File: config.mk
export PLATFORM = sky130hd
export DESIGN_NAME = qtr_sequencer
export DESIGN_NICKNAME = d
export VERILOG_FILES = /design/src/rtl/qtr_sequencer_pkg.sv /design/src/rtl/qtr_channel_timer.sv /design/src/rtl/qtr_sequencer.sv
export SDC_FILE = /design/constraint.sdc
export NUM_CORES = 1
export LEC_CHECK = 0
export BUFFER_PORTS_ARGS = -buffer_cell sky130_fd_sc_hd__buf_2
export CAP_MARGIN = 15
export CORE_MARGIN = 1.5
export CORE_UTILIZATION = 40
export CTS_BUF_LIST = sky130_fd_sc_hd__clkbuf_4
export CTS_CLUSTER_SIZE = 25
export DETAILED_ROUTE_END_ITERATION = 10
export PLACE_DENSITY = 0.65
export SLEW_MARGIN = 20
export SYNTH_ARGS = -nofsm -noshare
export SYNTH_HDL_FRONTEND = slang
export SYNTH_SLANG_ARGS = --single-unit
File: constraint.sdc
create_clock -name clk -period 8.3 [get_ports clk]
set_input_delay 0.415 -clock clk [delete_from_list [all_inputs] [get_ports clk]]
set_output_delay 0.415 -clock clk [all_outputs]
set_load 0.02 [all_outputs]
File: src/rtl/qtr_sequencer_pkg.sv
`default_nettype none
// ---------------------------------------------------------------------------
// qtr_sequencer_pkg : state encoding and default timing for the QTR sequencer
// Revision: 1.0
// ---------------------------------------------------------------------------
package qtr_sequencer_pkg;

  typedef enum logic [2:0] {
    ST_IDLE    = 3'd0,
    ST_EMIT    = 3'd1,
    ST_CHARGE  = 3'd2,
    ST_MEASURE = 3'd3,
    ST_DONE    = 3'd4
  } state_e;

  localparam int c_tick_div_dflt     = 50;
  localparam int c_emit_ticks_dflt   = 200;
  localparam int c_charge_ticks_dflt = 10;
  localparam int c_max_count_dflt    = 255;
  localparam int c_cnt_w             = 8;

endpackage
`default_nettype wire

File: src/rtl/qtr_channel_timer.sv
`default_nettype none
// ---------------------------------------------------------------------------
// qtr_channel_timer : per-channel input synchronizer and saturating decay counter
// Revision: 1.0
// ---------------------------------------------------------------------------
module qtr_channel_timer
  import qtr_sequencer_pkg::*;
#(
  parameter int MAX_COUNT = c_max_count_dflt
) (
  input  logic               clk,
  input  logic               reset,
  input  logic               in_i,
  input  logic               clear_i,
  input  logic               tick_i,
  input  logic               measure_i,
  output logic [c_cnt_w-1:0] count_o,
  output logic               done_o
);

  localparam logic [c_cnt_w-1:0] c_max = c_cnt_w'(MAX_COUNT);

  logic [1:0]         sync_q;
  logic [c_cnt_w-1:0] count_q;
  logic [c_cnt_w-1:0] count_d;

  always_ff @(posedge clk or posedge reset) begin
    if (reset) begin
      sync_q  <= 2'b00;
      count_q <= '0;
    end else begin
      sync_q  <= {sync_q[0], in_i};
      count_q <= count_d;
    end
  end

  always_comb begin
    count_d = count_q;
    if (clear_i) begin
      count_d = '0;
    end else if (measure_i && tick_i && sync_q[1] && (count_q != c_max)) begin
      count_d = count_q + c_cnt_w'(1);
    end
  end

  // Done looks at the post-tick count so a timeout ends MEASURE on the final tick.
  assign done_o  = ~sync_q[1] | (count_d == c_max);
  assign count_o = count_q;

endmodule
`default_nettype wire

File: src/rtl/qtr_sequencer.sv
`default_nettype none
// ---------------------------------------------------------------------------
// qtr_sequencer : emit/charge/release/measure cycle for two QTR reflectance channels
// Revision: 1.0
// ---------------------------------------------------------------------------
module qtr_sequencer
  import qtr_sequencer_pkg::*;
#(
  parameter int TICK_DIV     = c_tick_div_dflt,
  parameter int EMIT_TICKS   = c_emit_ticks_dflt,
  parameter int CHARGE_TICKS = c_charge_ticks_dflt,
  parameter int MAX_COUNT    = c_max_count_dflt
) (
  input  logic        clk,
  input  logic        reset,
  input  logic        en,
  output logic [1:0]  qtr_ctrl,
  output logic [1:0]  qtr_out_en,
  output logic [1:0]  qtr_out_sig,
  input  logic [1:0]  qtr_in_sig,
  output logic [15:0] qtr_value,
  output logic        qtr_valid,
  output logic        busy
);

  localparam int c_pw = (TICK_DIV > 1) ? $clog2(TICK_DIV) : 1;

  state_e                      state_q;
  state_e                      state_d;
  logic [c_pw-1:0]             presc_q;
  logic [c_pw-1:0]             presc_d;
  logic [15:0]                 tick_cnt_q;
  logic [15:0]                 tick_cnt_d;
  logic [15:0]                 value_q;
  logic                        w_tick;
  logic [1:0]                  w_done;
  logic [1:0][c_cnt_w-1:0]     w_count;

  assign w_tick = (presc_q == c_pw'(TICK_DIV - 1));

  for (genvar i = 0; i < 2; i++) begin : g_chan
    qtr_channel_timer #(
      .MAX_COUNT (MAX_COUNT)
    ) u_timer (
      .clk       (clk),
      .reset     (reset),
      .in_i      (qtr_in_sig[i]),
      .clear_i   (state_q == ST_CHARGE),
      .tick_i    (w_tick),
      .measure_i (state_q == ST_MEASURE),
      .count_o   (w_count[i]),
      .done_o    (w_done[i])
    );
  end

  always_ff @(posedge clk or posedge reset) begin
    if (reset) begin
      state_q    <= ST_IDLE;
      presc_q    <= '0;
      tick_cnt_q <= '0;
      value_q    <= '0;
    end else begin
      state_q    <= state_d;
      presc_q    <= presc_d;
      tick_cnt_q <= tick_cnt_d;
      if (state_q == ST_DONE) begin
        value_q <= {w_count[1], w_count[0]};
      end
    end
  end

  always_comb begin
    state_d = state_q;
    case (state_q)
      ST_IDLE:    if (en) state_d = ST_EMIT;
      ST_EMIT:    if (w_tick && (tick_cnt_q == 16'(EMIT_TICKS - 1))) state_d = ST_CHARGE;
      ST_CHARGE:  if (w_tick && (tick_cnt_q == 16'(CHARGE_TICKS - 1))) state_d = ST_MEASURE;
      ST_MEASURE: if (&w_done) state_d = ST_DONE;
      ST_DONE:    state_d = ST_IDLE;
      default:    state_d = ST_IDLE;
    endcase
  end

  // Prescaler and phase tick count restart on every state entry.
  always_comb begin
    presc_d    = w_tick ? '0 : presc_q + c_pw'(1);
    tick_cnt_d = w_tick ? tick_cnt_q + 16'd1 : tick_cnt_q;
    if (state_d != state_q) begin
      presc_d    = '0;
      tick_cnt_d = '0;
    end
  end

  always_comb begin
    qtr_ctrl    = 2'b00;
    qtr_out_en  = 2'b00;
    qtr_out_sig = 2'b00;
    case (state_q)
      ST_EMIT, ST_MEASURE: qtr_ctrl = 2'b11;
      ST_CHARGE: begin
        qtr_ctrl    = 2'b11;
        qtr_out_en  = 2'b11;
        qtr_out_sig = 2'b11;
      end
      default: ;
    endcase
  end

  // The result is visible on the valid cycle itself, then held in value_q.
  assign qtr_value = (state_q == ST_DONE) ? {w_count[1], w_count[0]} : value_q;
  assign qtr_valid = (state_q == ST_DONE);
  assign busy      = (state_q != ST_IDLE);

endmodule
`default_nettype wire

==> results of run 1 <==
==> flip-flops by register name, summed over array words and instances (netlist names) <==
signal                  count
state_q                     3
value_q                    16
g_chan.u_timer.count_o     16
g_chan.u_timer.sync_q       4
tick_cnt_q                 16
presc_q                     6
==> critical path: cells and delay by family, from the launching register on <==
kind / cells / cell delay (ns)
compound gates: 4 / 1.07
fa+ha+maj: 1 / 0.20
buf+inv: 2 / 0.33
flops: 1 / 0.41
simple gates: 3 / 1.28
==> worst paths after layout <==
check                                                      start                                     end  slack (ns)  cells past startpoint
setup reg to reg                            presc_q[1]$_DFF_PP0_               tick_cnt_q[1]$_DFFE_PP0P_        4.86                     10
setup / recovery                            presc_q[1]$_DFF_PP0_               tick_cnt_q[1]$_DFFE_PP0P_        4.86                     10
hold / removal                                     qtr_in_sig[1]   g_chan[1].u_timer.sync_q[0]$_DFF_PP0_         0.1                      1
hold reg to reg            g_chan[1].u_timer.sync_q[0]$_DFF_PP0_   g_chan[1].u_timer.sync_q[1]$_DFF_PP0_        0.37                      0
max in group asynchronous                                  reset  g_chan[1].u_timer.count_o[5]$_DFF_PP0_        7.62                      3
min in group asynchronous                                  reset                    value_q[1]$_DFF_PP0_        0.19                      3
==> through the flow <==
stage	cells	util, %	setup slack, ns	hold slack, ns
after global placement	429	44.01	4.724	0.3344
final	447	46.05	4.861	0.09635
after detailed placement	429	44.01	4.626	0.3418
after CTS	445	45.71	4.606	0.08663
after floorplan	317	-	5.443	0.3312
after global routing	447	46.05	4.589	0.08134
==> layout make-up <==
class	count	share of cell area, %
Inverter	11	1.143
Timing Repair Buffer	32	5.021
Clock buffer	11	2.285
Sequential cell	61	42.24
Tap cell	102	3.532
Multi-Input combinational cell	225	44.36
Clock inverter	5	1.420
==> synth_stat cells (all sizes together) (4+ instances only) <==
cell	number	area share, %
dfrtp	61	47
nor3	28	5.6
nor2	22	2.5
nand2	19	2.2
mux2	16	5.5
nand3	15	2.3
xor2	14	3.7
buf	11	2.4
inv	11	1.3
nor4	10	1.9
xnor2	10	2.7
clkbuf	9	1.0
nand4	9	1.7
o21ai	9	1.4
a21oi	8	1.3
and3	7	1.3
ha	6	2.3
or4	5	1.3
a211oi	4	1.3
and2	4	0.76
==> power groups by stage <==
stage	Sequential, mW	Clock, mW	Combinational, mW
6_report	0.299	0.206	0.00792
3_5_place_dp	0.305	0	0.00863
4_1_cts	0.299	0.212	0.00873
2_1_floorplan	0.304	0	0.00540
3_3_place_gp	0.305	0	0.00859
5_1_grt	0.299	0.223	0.00948
==> routing by layer <==
metal,GRT usage [%],part of all wire [%]
met5,0,0
met4,5.970,1.7
met3,4.146,4.8
met2,25.42,47
met1,22.10,47
==> logic make-up after synthesis <==
kind of cell,after synthesis,synth area share [%]
AO/OA/AOI/OAI,35,7.748
XOR/XNOR,24,6.412
adder cells (fa/ha/maj),6,2.290
buffers and inverters,31,4.694
flip-flops,61,46.56
multiplexers,19,6.412
AND/OR/NAND/NOR,141,25.88
==> metrics.csv, run 1 <==
metric,value,unit
Final ANT Viol Nets,0,
post-placement cell area,3453,um^2
minimum clock period,3.439,ns
Sequential Power Share,58.3,%
Synth cell types,53,
Final Setup Violations,0,
Final Cell Area,3613,um^2
GRT Total Usage,16.38,%
area of the multi-input gates,1603,um^2
antenna violations before repair,0,
DR vias/cell,5.470,
largest net degree at the start of global routing,62,
setup tns final,0,ns
clock buffer depth,2,
Async SR Flop Fraction,100.0,%
Root Driver,clkbuf_4,
Worst VDD drop,75.97,uV
per-cell routed wire length,14.54,um
Setup Buffers After CTS,0,
Area Overhead vs Synth,10.23,%
Worst setup SP type,register,
crit share post-route,41.44,%
Die X,93.53,um
Psw,116.5,uW
fraction of power consumed by the clock network,40.2,%
vias in the first global route,2313,
Ports,29,
core area,7848,um^2
CTS hold repair buffers,0,
CTS Buf Count,9,
First-pass DRT Iterations,5,
Crit path largest cell delay,0.63,ns
Switching Share,22.73,%
Layout fillers,768,
critical path arrival,3.71,ns
Die Ht,93.53,um
Die Footprint,8748,um^2
Main synth FF type,dfrtp_1,
Required @ worst endpoint,8.57,ns
number of buffers added on ports,28,
max cap viols,0,
synthesized area,3278,um^2
slowest library cell on the worst path,or4_1,
hold crit path type,primary input to register,
fmax,0.2908,GHz
CTS tree,built,
internal power,396.1,uW
Slew Limit Headroom,47.61,%
Worst Tran Pin Value,0.7829,ns
vias,2445,
Initial Util,41.77,%
Syn Nets,328,
Post-synth EDFFs,0,
Layout Nets,351,
Cell Rows,32,
"commonest non-fill, non-tap cell in the layout",dfrtp_1,
Max Clock Skew,0.01061,ns
Syn Area/Cell,10.34,um^2
"FF+latch count, synth",61,
clk sinks,61,
drt initial violations,94,
"commonest cells after routing, fill and taps aside","dfrtp_1, buf_2, nor2_1",
status,"complete, no violations",
Pleak,1.633,nW
H-tree lvl count,3,
Worst-Skew Late Latency,0.42,ns
sequential share of the synthesized area,46.56,%
PwrDens,141.8,nW/um^2
GP Congestion,0.8923,
first-pass GRT wire length,11170,um
Final Max Tran Viols,0,
ratio of cells with drive above 1 in the final layout,24.06,%
register area,1526,um^2
RSZ-0062 raised after global routing,no,
Hold Fails Final Rpt,0,
GRT overflow,0,
Combinational Power Share,1.5,%
Mapped Cells,317,
critical path class,register to register,
number of diodes,0,
# DRC,0,
dpl hpwl,4418,um
crit path max fanout,12,
Ys Warns,0,
Crit. End Element,register,
clk slew on worst S/H paths,0.10,ns
PnR Total Power,512.6,uW
WL final,6499,um
# resized after CTS,0,
crit-path cells,inv_1 -> ha_1 -> nand4b_4 -> or4_1 -> or4_4 -> a21oi_2 -> a41oi_2 -> a211oi_4 -> buf_6 -> a2111oi_0,
(Power assumes the default switching activity.)
==> run 2: changes to the inputs <==
- PLACE_DENSITY: 0.65 -> 0.67
- clock period: 8.3 -> 3.16 ns (I/O delays scaled with it)
==> run 2 against run 1 <==
  * Via count grew 3.5%
  * Clock-buffer cell count shrank 1
  * Routed wire length grew 1.6%
  * Critical endpoint is now tick_cnt_q[15]$_DFFE_PP0P_
  * Sequential cell count is the same
==> metrics.csv, run 2 (synthesis results as in run 1) <==
metric,value,unit
status,"complete, no violations",
Area Overhead vs Synth,12.33,%
area of the multi-input gates,1608,um^2
Crit. End Element,register,
worst hold slack,0.1415,ns
drt initial violations,133,
met2 GRT Util,28.02,%
Initial Util,41.77,%
crit path max fanout,23,
crit share post-route,93.07,%
Ports,29,
fraction of power consumed by the clock network,39.3,%
max cap viols,0,
Worst Tran Pin Value,0.8062,ns
Die Footprint,8748,um^2
vias in the first global route,2457,
Worst VDD drop,227.0,uV
Layout Nets,359,
# DRC,0,
Reg2Reg Launch Point,presc_q[1]$_DFF_PP0_,
Worst setup SP type,register,
DR vias/cell,5.560,
Reg2Reg Depth,10,
H-tree lvl count,3,
GR Util met3,4.553,%
hold crit path type,primary input to register,
register area,1526,um^2
First-pass DRT Iterations,5,
Final Setup Violations,0,
Switching Share,22.66,%
Final Max Tran Viols,0,
CTS tree,built,
Worst-Skew Late Latency,0.40,ns
Die Ht,93.53,um
PwrDens,362.1,nW/um^2
CTS Buf Count,9,
Most Crowded Layer GR,met2,
Hold Path Depth,4,
clk slew on worst S/H paths,0.10,ns
clk sinks,61,
internal power,1.031,mW
Cell Rows,32,
Layout fillers,761,
setup tns final,0,ns
vias,2530,
"commonest cells after routing, fill and taps aside","dfrtp_1, buf_2, nor2_1",
number of diodes,0,
WL final,6605,um
Combinational Power Share,1.8,%
GRT overflow,0,
GP Congestion,0.8404,
clock buffer depth,2,
RSZ-0062 raised after global routing,no,
hold path startpoint,en,
fmax,0.3400,GHz
Required @ worst endpoint,3.43,ns
Worst Hold Path EP,state_q[0]$_DFF_PP0_,
Final ANT Viol Nets,0,
antenna violations before repair,0,
Final Util,46.92,%
ratio of cells with drive above 1 in the final layout,25.21,%
largest net degree at the start of global routing,32,
dpl hpwl,4547,um
worst flop-to-flop path endpoint,tick_cnt_q[15]$_DFFE_PP0P_,
Die X,93.53,um
number of buffers added on ports,28,
core area,7848,um^2
GRT met1 Usage,19.83,%
register-to-register setup slack,0.22,ns
Max Clock Skew,0.01544,ns
Psw,302.1,uW
Hold Fails Final Rpt,0,
Slew Limit Headroom,46.25,%
Pleak,1.672,nW
"commonest non-fill, non-tap cell in the layout",dfrtp_1,
per-cell routed wire length,14.52,um
minimum clock period,2.941,ns
Post-Layout Cell Count,455,
Sequential Power Share,58.8,%
critical path class,register to register,
critical path arrival,3.21,ns
Cells after DPL,435,
Root Driver,clkbuf_4,
GRT Total Usage,16.40,%
first-pass GRT wire length,11300,um
-- run 2: how the worst max path moves through the flow --
stage	from	to	cells after the start
2_1_floorplan	presc_q[1]$_DFF_PP0_	presc_q[3]$_DFF_PP0_	11
3_3_place_gp	presc_q[1]$_DFF_PP0_	tick_cnt_q[1]$_DFFE_PP0P_	10
3_5_place_dp	presc_q[1]$_DFF_PP0_	tick_cnt_q[1]$_DFFE_PP0P_	10
4_1_cts	presc_q[1]$_DFF_PP0_	tick_cnt_q[15]$_DFFE_PP0P_	10
5_1_grt	presc_q[1]$_DFF_PP0_	tick_cnt_q[1]$_DFFE_PP0P_	11
6_report	presc_q[1]$_DFF_PP0_	tick_cnt_q[15]$_DFFE_PP0P_	10
-- run 2: worst max-delay path, cell delays in order (launching register included) --
cell	delay, ns
dfrtp_1	0.40
inv_1	0.06
ha_1	0.20
nand4b_4	0.12
or4_1	0.53
or4_4	0.50
a21oi_2	0.19
a41oi_2	0.22
a211oi_4	0.30
buf_12	0.21
nor3_1	0.08
-- run 2: repair_timing --
item                       4_1_cts  5_1_grt
hold endpoints to repair        32        0
setup endpoints to repair        0       23
setup buffers                    0        1
gates resized for setup          0        1
hold buffers                     3        0
-- run 2: layer usage --
layer | share of wire, % | vias up
met4 | 0.89 | 0
met2 | 50 | 74
met1 | 44 | 1239
met5 | 0 | -
li1 | - | 1209
met3 | 4.8 | 8
-- run 2: power groups by stage --
stage | registers [mW] | clock network [mW] | logic (mW)
3_3_place_gp | 0.800 | 0 | 0.0229
5_1_grt | 0.785 | 0.581 | 0.0292
3_5_place_dp | 0.800 | 0 | 0.0233
2_1_floorplan | 0.799 | 0 | 0.0142
6_report | 0.785 | 0.525 | 0.0242
4_1_cts | 0.785 | 0.550 | 0.0259
-- run 2: cell type report --
| type | instances | share of cell area (%) |
|---|---|---|
| multi-input combinational | 225 | 43.66 |
| inverter | 11 | 1.121 |
| clock buffer | 10 | 2.039 |
| tap | 102 | 3.466 |
| clock inverter | 6 | 1.461 |
| timing repair buffer | 40 | 6.796 |
| sequential | 61 | 41.45 |
-- run 2: per-stage QoR --
stage	instance area (um^2)	setup WS [ns]	power, mW
final	3682	0.2189	1.333
after global routing	3682	0.001130	1.395
after CTS	3670	0.1605	1.360
after detailed placement	3511	0.1628	0.8232
after global placement	3511	0.2791	0.8227
after floorplan	3278	0.3028	0.8136
